<file path="config.mk">
export PLATFORM = sky130hd
export DESIGN_NAME = rr_reg_arbiter
export DESIGN_NICKNAME = d
export VERILOG_FILES = /design/src/rtl/arb_pkg.sv /design/src/rtl/rr_pick.sv /design/src/rtl/rr_reg_arbiter.sv
export SDC_FILE = /design/constraint.sdc
export NUM_CORES = 1
export LEC_CHECK = 0
export ABC_AREA = 1
export BUFFER_PORTS_ARGS = -buffer_cell sky130_fd_sc_hd__clkbuf_2
export CAP_MARGIN = 40
export CORE_UTILIZATION = 49
export DETAILED_ROUTE_END_ITERATION = 6
export PLACE_DENSITY = 0.78
export SLEW_MARGIN = 0
export SYNTH_ARGS = -nofsm -noshare
export SYNTH_HDL_FRONTEND = slang
export SYNTH_SLANG_ARGS = --single-unit
export TNS_END_PERCENT = 1
</file>
<file path="constraint.sdc">
create_clock -name clk -period 1.55 [get_ports clk]
set_input_delay 0.155 -clock clk [delete_from_list [all_inputs] [get_ports clk]]
set_output_delay 0.155 -clock clk [all_outputs]
set_load 0.05 [all_outputs]
</file>
<file path="src/rtl/arb_pkg.sv">
// Shared types and helpers for the round-robin register arbiter.
// Latency: n/a (types and a constant function only).
// Backpressure: n/a.
package arb_pkg;

  typedef enum logic {
    IDLE  = 1'b0,
    GRANT = 1'b1
  } arb_state_t;

  // Index width for a set of n items; never narrower than one bit so that
  // n == 1 (e.g. a hold counter with MAX_HOLD == 1) still gets a real signal.
  function automatic int idx_w(input int n);
    return (n > 1) ? $clog2(n) : 1;
  endfunction

endpackage

</file>
<file path="src/rtl/rr_pick.sv">
// Round-robin picker: first set req bit searching from ptr upward with wrap.
// Latency: purely combinational.
// Backpressure: none; found = 0 when req is all-zero.
//   req   in  N   request vector
//   ptr   in  IW  search start index, 0..N-1
//   idx   out IW  chosen index (0 when nothing found)
//   found out 1   at least one request set
module rr_pick
  import arb_pkg::*;
#(
  parameter  int N  = 4,
  localparam int IW = idx_w(N)
) (
  input  logic [N-1:0]  req,
  input  logic [IW-1:0] ptr,
  output logic [IW-1:0] idx,
  output logic          found
);

  logic [N-1:0] rot;

  // Modulo-N add for operands already below N; handles non-power-of-2 N.
  function automatic int wrap(input int a);
    return (a >= N) ? a - N : a;
  endfunction

  // Rotate so that bit 0 of rot corresponds to requester ptr.
  always_comb begin
    rot = '0;
    for (int k = 0; k < N; k++) begin
      rot[k] = req[wrap(int'(ptr) + k)];
    end
  end

  // Priority-encode the rotated vector (lowest k wins, hence the descending
  // scan) and un-rotate the winner back to a requester index.
  always_comb begin
    idx   = '0;
    found = 1'b0;
    for (int k = N - 1; k >= 0; k--) begin
      if (rot[k]) begin
        found = 1'b1;
        idx   = IW'(wrap(int'(ptr) + k));
      end
    end
  end

endmodule

</file>
<file path="src/rtl/rr_reg_arbiter.sv">
// Round-robin write arbiter sharing one WIDTH-bit register among N requesters.
// Latency: grant one edge after a request is seen in IDLE, first write the edge after.
// Backpressure: non-owners wait; a tenure ends after MAX_HOLD writes or a dropped req,
//   always followed by one idle bubble cycle.
//   clk   in  1        rising-edge clock
//   reset in  1        asynchronous active-low reset
//   req   in  N        level-sensitive write requests
//   wdata in  N*WIDTH  packed write data, requester i at [i*WIDTH +: WIDTH]
//   gnt   out N        registered one-hot grant, zero when idle
//   owner out IW       current or last grantee
//   busy  out 1        high in GRANT
//   q     out WIDTH    shared register
module rr_reg_arbiter
  import arb_pkg::*;
#(
  parameter  int N        = 4,
  parameter  int WIDTH    = 4,
  parameter  int MAX_HOLD = 4,
  localparam int IW       = idx_w(N)
) (
  input  logic                 clk,
  input  logic                 reset,
  input  logic [N-1:0]         req,
  input  logic [N*WIDTH-1:0]   wdata,
  output logic [N-1:0]         gnt,
  output logic [IW-1:0]        owner,
  output logic                 busy,
  output logic [WIDTH-1:0]     q
);

  localparam int CW = idx_w(MAX_HOLD);

  arb_state_t       state;
  arb_state_t       state_nxt;
  logic [IW-1:0]    ptr;
  logic [CW-1:0]    cnt;
  logic [IW-1:0]    pick_idx;
  logic             pick_found;
  logic             own_req;
  logic [WIDTH-1:0] own_dat;
  logic             last_write;
  logic             rel;

  rr_pick #(.N(N)) u_pick (
    .req   (req),
    .ptr   (ptr),
    .idx   (pick_idx),
    .found (pick_found)
  );

  always_comb begin
    own_req = req[owner];
    own_dat = wdata[int'(owner)*WIDTH +: WIDTH];
  end

  assign last_write = (cnt == CW'(MAX_HOLD - 1));
  // A dropped request releases regardless of cnt, and then no write happens.
  assign rel        = (state == GRANT) && (!own_req || last_write);

  // State register.
  always_ff @(posedge clk or negedge reset) begin
    if (!reset) begin
      state <= IDLE;
    end else begin
      state <= state_nxt;
    end
  end

  // Next-state logic.
  always_comb begin
    state_nxt = state;
    case (state)
      IDLE:    if (pick_found) state_nxt = GRANT;
      GRANT:   if (rel)        state_nxt = IDLE;
      default: state_nxt = IDLE;
    endcase
  end

  // Output logic.
  always_comb begin
    busy = (state == GRANT);
  end

  // Grant, owner, pointer, hold counter and shared register.
  always_ff @(posedge clk or negedge reset) begin
    if (!reset) begin
      gnt   <= '0;
      owner <= '0;
      ptr   <= '0;
      cnt   <= '0;
      q     <= '0;
    end else if (state == IDLE) begin
      if (pick_found) begin
        owner <= pick_idx;
        gnt   <= N'(1) << pick_idx;
        cnt   <= '0;
      end
    end else begin
      if (own_req) begin
        q <= own_dat;
      end
      if (rel) begin
        gnt <= '0;
        ptr <= (owner == IW'(N - 1)) ? '0 : owner + IW'(1);
      end else begin
        cnt <= cnt + CW'(1);
      end
    end
  end

endmodule

</file>
### After elaboration in Yosys (flattened, before gate mapping)

Index checks and enable logic that the tools add are counted.

* memories: 0
* output and inout port bits: 11
* logic and storage cells: 76
* bits in latches: 0
* bits in read-only memories: 0
* input bits: 22
* bits in registers: 15
* memory bits (writable): 0

* equality and inequality tests: 4
* muxes and demuxes: 36
* multipliers: 0
* order comparisons: 9
* add/subtract/negate cells: 9
* divide/modulo/power cells: 0
* bitwise logic cells: 1
* reductions and logical operators: 9
* shifts and indexed selects: 2

Operators with widths (count)
* $lt A32 B4 Y1 const B: 4
* $mux W32: 4
* $ge A32 B4 Y1 const B: 3
* $sub A32 B4 Y32 const B: 3
* $mux W2: 8
* $shiftx A16 B5 Y4: 1
* $mux W1: 15
* $mux W4: 3
* $bmux W1 S2: 5
* $reduce_and A2 Y1: 5
* $add A2 B2 Y3 const B: 2
* $add A2 B1 Y2 const B: 2
* $eq A2 B2 Y1 const B: 2
* $shl A1 B2 Y4 const A: 1
* $sub A2 B3 Y4 const B: 1
* $add A2 B1 Y3 const B: 1
* $ge A2 B3 Y1 const B: 1
* $lt A2 B3 Y1 const B: 1
* $ne A2 B1 Y1 const B: 1
* $ne A2 B2 Y1 const B: 1
* $pmux W1 S2: 1
* $reduce_bool A2 Y1: 1
* $logic_and A1 B1 Y1: 1
* $logic_not A1 Y1: 1
* 2 further kinds: 2

### Logic depth before layout (Yosys ltp)

* depth in word-level cells: 13
* gate-level depth with buffers: 13
* mapped depth without buffers: 12

### Hierarchy

Synthesis repeated with hierarchy kept, for this count alone.

* cell total of the unflattened synthesis: 150
* area total of the unflattened synthesis: 1092.3 µm²

By module, submodules not included
* rr_reg_arbiter: times used 1, area an instance 867.1 µm², sequential area each 375.4 µm², cells an instance 106
* rr_pick: times used 1, area an instance 225.2 µm², sequential area each 0.0 µm², cells an instance 44

### Worst setup path after synthesis

No wires, ideal clock.

* path kind: reg-to-reg
* start: register owner[1]
* end: register q[0]
* setup slack: -0.110 ns
* library setup time: 0.125 ns
* data required time: 1.425 ns
* clock period less this slack: 1.660 ns
* data arrival time: 1.535 ns
* path buffers: 0
* stages on the path, launching flop included: 6
* cells stage by stage: dfrtp_1 inv_1 o211ai_1 o21ai_1 nand2_1 mux2_2

* longest elaborated chain between the ends: 3
* elaborated cells between the ends (all ways): 4
* classes of those cells: shift: 1; mux: 2; reduce/logical: 1

Ends and longest elaborated chain
* from (decl): RTL line rr_reg_arbiter.sv:26 `output logic [IW-1:0] owner,`
* from (signal assigned): RTL line rr_reg_arbiter.sv:94 `owner <= pick_idx;`
* branches (longest 3 deep; another with $shiftx A16 B5 Y4)
* to (signal assigned): RTL line rr_reg_arbiter.sv:100 `q <= own_dat;`
* to (decl): RTL line rr_reg_arbiter.sv:28 `output logic [WIDTH-1:0] q`

Parallel ways; which one is timed is not known. The select of a mux whose other input is x is not followed.
A chain may end at the register's enable or synchronous reset.

### Worst setup path after layout

* start: register ptr[0]
* end: register gnt[2]

* longest elaborated chain between the ends: 13
* elaborated cells between the ends (all ways): 40
* classes of those cells: add/sub: 7; order compare: 4; shift: 1; mux: 26; reduce/logical: 2

Ends and longest elaborated chain
* from (decl): RTL line rr_reg_arbiter.sv:35 `logic [IW-1:0] ptr;`
* from (signal assigned): RTL line rr_reg_arbiter.sv:104 `ptr <= (owner == IW'(N - 1)) ? '0 : owner + IW'(1);`
* $add A2 B2 Y3: RTL line rr_pick.sv:31, rr_pick.sv:43
* $sub A32 B4 Y32 or $ge A32 B4 Y1 (tied branches): RTL line rr_pick.sv:24 `return (a >= N) ? a - N : a;`
* $mux W32: RTL line rr_pick.sv:24
* $bmux W1 S2: RTL line rr_pick.sv:31 `rot[k] = req[wrap(int'(ptr) + k)];`
* $mux W1 (not written as such) (2 in series): RTL line rr_pick.sv:31
* $mux W2 (4 in series): RTL line rr_pick.sv:41 `if (rot[k]) begin`
* $shl A1 B2 Y4: RTL line rr_reg_arbiter.sv:95 `gnt <= N'(1) << pick_idx;`
* $mux W4: RTL line rr_reg_arbiter.sv:93 `if (pick_found) begin`
* $mux W4: RTL line rr_reg_arbiter.sv:92 `end else if (state == IDLE) begin`
* to (signal assigned): RTL line rr_reg_arbiter.sv:95
* to (decl): RTL line rr_reg_arbiter.sv:25 `output logic [N-1:0] gnt,`

Parallel ways exist; a longest one is shown, timed or not. The select of a mux whose other input is x is not followed.

==> impl_metrics.py <==
metrics = {
    "die": {
        "core_area_um2": 1942,
        "die_h_um": 47.40,
        "io_pins": 33,
        "die_w_um": 47.40,
        "initial_core_util_pct": 52.00,
        "dieArea_um2": 2246,
        "placementRows": 16,
    },
    "synthesis": {
        "yosysSeqAreaShare_pct": 37.17,
        "synth.distinct_cells": 23,
        "yosys_warnings": 0,
        "syn_nets": 165,
        "synth_xor_area_share_pct": 0,
        "synth_edf_count": 0,
        "synth-seq-cells": 15,
        "synth_top_area_share_pct": 37.17,
        "synth_area_per_cell_um2": 7.161,
        "synthTopCellsByArea": "dfrtp_1 (37%), nand2_1 (18%), o21ai_0 (5.5%)",
        "synthAdderAreaFrac_pct": 2.478,
        "synth_top_family_by_area": "simple AND/OR/NAND/NOR gates",
        "postSynthCellCount": 141,
        "synthMuxAreaShare_pct": 4.461,
        "synth-main-ff-cell": "dfrtp_1",
        "yosysTopAreaCell": "dfrtp_1",
        "mappedNetlistArea_um2": 1010,
        "synthSimpleGateAreaFrac_pct": 36.06,
        "async_reset_ff_share_pct": 100.0,
        "synth_compound_area_share_pct": 11.90,
    },
    "power": {
        "clockPowerShare_pct": 6.4,
        "power_leakage_nw": 0.7419,
        "pwr-share-comb_pct": 71.0,
        "p_total_mw": 3.418,
        "p_sw_mw": 1.905,
        "powerDensity_nw_per_um2": 2568,
        "switching_share_pct": 55.73,
        "peakVddDrop_uv": 1443,
        "power.internal_mw": 1.513,
        "p_seq_share_pct": 22.7,
    },
    "sta": {
        "whs_ps": 287.9,
        "min_period_ps": 1483,
        "finalSetupViolations": 0,
        "min_period_over_period_pct": 95.69,
        "setup_slack_ps": 66.79,
        "fmax_mhz": 674.2,
        "tightest_slew_ps": 375.9,
        "drv_slew": 0,
        "slew_headroom_pct": 74.94,
        "clock_skew_ps": 2.708,
        "rsz0062_at_grt": "yes",
        "tns_ps": 0,
        "hold_viol": 0,
    },
    "final_layout": {
        "regArea_um2": 380.4,
        "fill_cells": 169,
        "area_growth_pct": 31.85,
        "multi_input_area_um2": 600.6,
        "design_area_um2": 1331,
        "n_antenna_cell": 0,
        "finalNonFillerCells": 210,
        "final_core_util_pct": 68.56,
        "drive_gt1_share_pct": 43.72,
        "fin_nets": 208,
    },
    "cts": {
        "path_clk_slew_ps": 90,
        "numCtsBuffers": 3,
        "ctsLongestPathBuffers": 2,
        "tritoncts": "done",
        "htreeDepth": 1,
        "clockRootBuffer": "clkbuf_4",
        "clkSinkCount": 15,
        "clk-insertion-delay-late_ps": 280,
    },
    "global_routing": {
        "grt_pass1_vias": 868,
        "antenna_found_initial": 0,
        "grt_max_degree": 16,
        "grt.total_usage_pct": 23.47,
        "grt.overflow.total": 0,
        "grt_pass1_wl_mm": 3.615,
    },
    "place": {
        "gp_congestion": 0.8451,
        "post_dp_cell_area_um2": 1221,
        "dpl.hpwl_mm": 1.909,
        "dp_slack_ps": 47.66,
        "dp.cells": 202,
        "io_buffer_count": 32,
    },
    "route": {
        "routed_wl_mm": 2.514,
        "first_pass_iters": 4,
        "routedWlPerCell_um": 11.97,
        "vias": 1058,
        "routed_via_density": 5.038,
        "drt-initial-drc-count": 30,
        "route.detailed.drc": 0,
        "ant_nets": 0,
    },
    "critical_path": {
        "cp.arrival_ps": 1710,
        "cpMostUsedCell": "nand2_1",
        "crit_path_end_kind": "flop",
        "critPathRequiredTime_ps": 1770,
        "cp_max_fo": 8,
        "cp_top_family": "simple AND/OR/NAND/NOR gates",
        "crit_chain": "inv_4 > nand2_2 > nand3_2 > nand2_1 > nor2_2 > nand2_2 > nand2_4 > inv_4 > nor2_8 > nand2_1 > nand2_1",
        "crit_path_start_kind": "flop",
        "critPathSlowestCell": "dfrtp_2",
        "critPathKind": "flop to flop",
        "critical_path.max_stage_delay_ps": 490,
        "cp.buffers_inverters": 2,
    },
    "run": {
        "cap_violations": 0,
    },
    "run_status": {
        "status": "finished, final reports clean",
    },
    "hold_path": {
        "min_path_type": "primary input to flop",
    },
}
[layer usage]
| layer | part of all wire (%) | up-vias | track usage [%] | wire length (um) |
|---|---|---|---|---|
| met5 | 0 | - | 0 | 0 |
| met4 | 0.91 | 0 | 9.714 | 23 |
| met3 | 4.5 | 3 | 2.692 | 113 |
| met2 | 53 | 36 | 40.82 | 1336 |
| met1 | 41 | 470 | 29.26 | 1040 |
| li1 | - | 549 | - | - |
[cells in the mapped netlist, types with 2 or more instances]
cell	n
inv_2	3
o21ai_1	4
mux2_2	4
nand2_1	49
inv_1	11
dfrtp_1	15
nand3_1	9
ha_1	2
nand4_1	2
o22ai_1	4
nor2_1	10
inv_4	2
nand2_2	6
o21ai_0	11
[cells in the final DEF, fill, tap and decap left out, types with 6 or more instances in the layout]
master / synthesis / final
clkbuf_2: 0 / 32
o21ai_0: 11 / 11
nand3_1: 9 / 6
buf_4: 0 / 7
inv_1: 11 / 11
nor2_1: 10 / 9
dfrtp_1: 15 / 11
nand2_2: 6 / 16
nand2_1: 49 / 39
[power groups by stage]
| stage | sequential (mW) | combinational (mW) | clock (mW) |
|---|---|---|---|
| after floorplan | 1.13 | 1.36 | 0 |
| after global placement | 0.748 | 2.17 | 0 |
| after detailed placement | 0.764 | 2.23 | 0 |
| after CTS | 0.757 | 2.23 | 0.225 |
| after global routing | 0.806 | 2.65 | 0.247 |
| final | 0.774 | 2.43 | 0.218 |
[worst register-to-register path: cells and delay by family, from the launching register on]
| kind | cells | cell delay (ps) |
|---|---|---|
| simple gates | 9 | 740 |
| flops | 1 | 490 |
| buf+inv | 2 | 190 |
[logic make-up after synthesis]
kind of cell | count (synthesis)
adders and majority gates | 2
DFF | 15
buffers and inverters | 18
and+or+nand+nor | 80
muxes | 4
AOI/OAI and AO/OA | 22
[what timing repair did]
| action | CTS | global route |
|---|---|---|
| resized for setup | 0 | 18 |
| hold buffers | 1 | 0 |
| buffers inserted | 0 | 3 |
| endpoints found under the setup margin | 0 | 6 |
| hold endpoints to repair | 15 | 0 |
[layout make-up]
cell class                 count  share of cell area (%)
multi-input combinational    108                   45.11
sequential                    15                   28.57
timing repair buffer          40                   16.73
inverter                      16                   5.075
tap                           27                   2.538
clock buffer                   4                   1.974
[final timing paths]
kind / from / end / slack [ps] / depth (start not counted)
setup reg to reg: ptr[0]$_DFFE_PN0P_ / gnt[2]$_DFFE_PN0P_ / 70 / 11
hold reg to reg: gnt[0]$_DFFE_PN0P_ / gnt[0]$_DFFE_PN0P_ / 490 / 2
min in group asynchronous: reset / gnt[3]$_DFFE_PN0P_ / 320 / 2
setup / recovery: ptr[0]$_DFFE_PN0P_ / gnt[2]$_DFFE_PN0P_ / 70 / 11
hold / removal: wdata[1] / q[1]$_DFFE_PN0P_ / 290 / 4
max in group asynchronous: reset / owner[1]$_DFFE_PN0P_ / 940 / 2
[state kept, by name, indices dropped and copies added (netlist names)]
name   cells
owner      2
busy       1
gnt        4
ptr        2
cnt        2
q          4
Note: power is estimated with default switching activity, not from simulation.
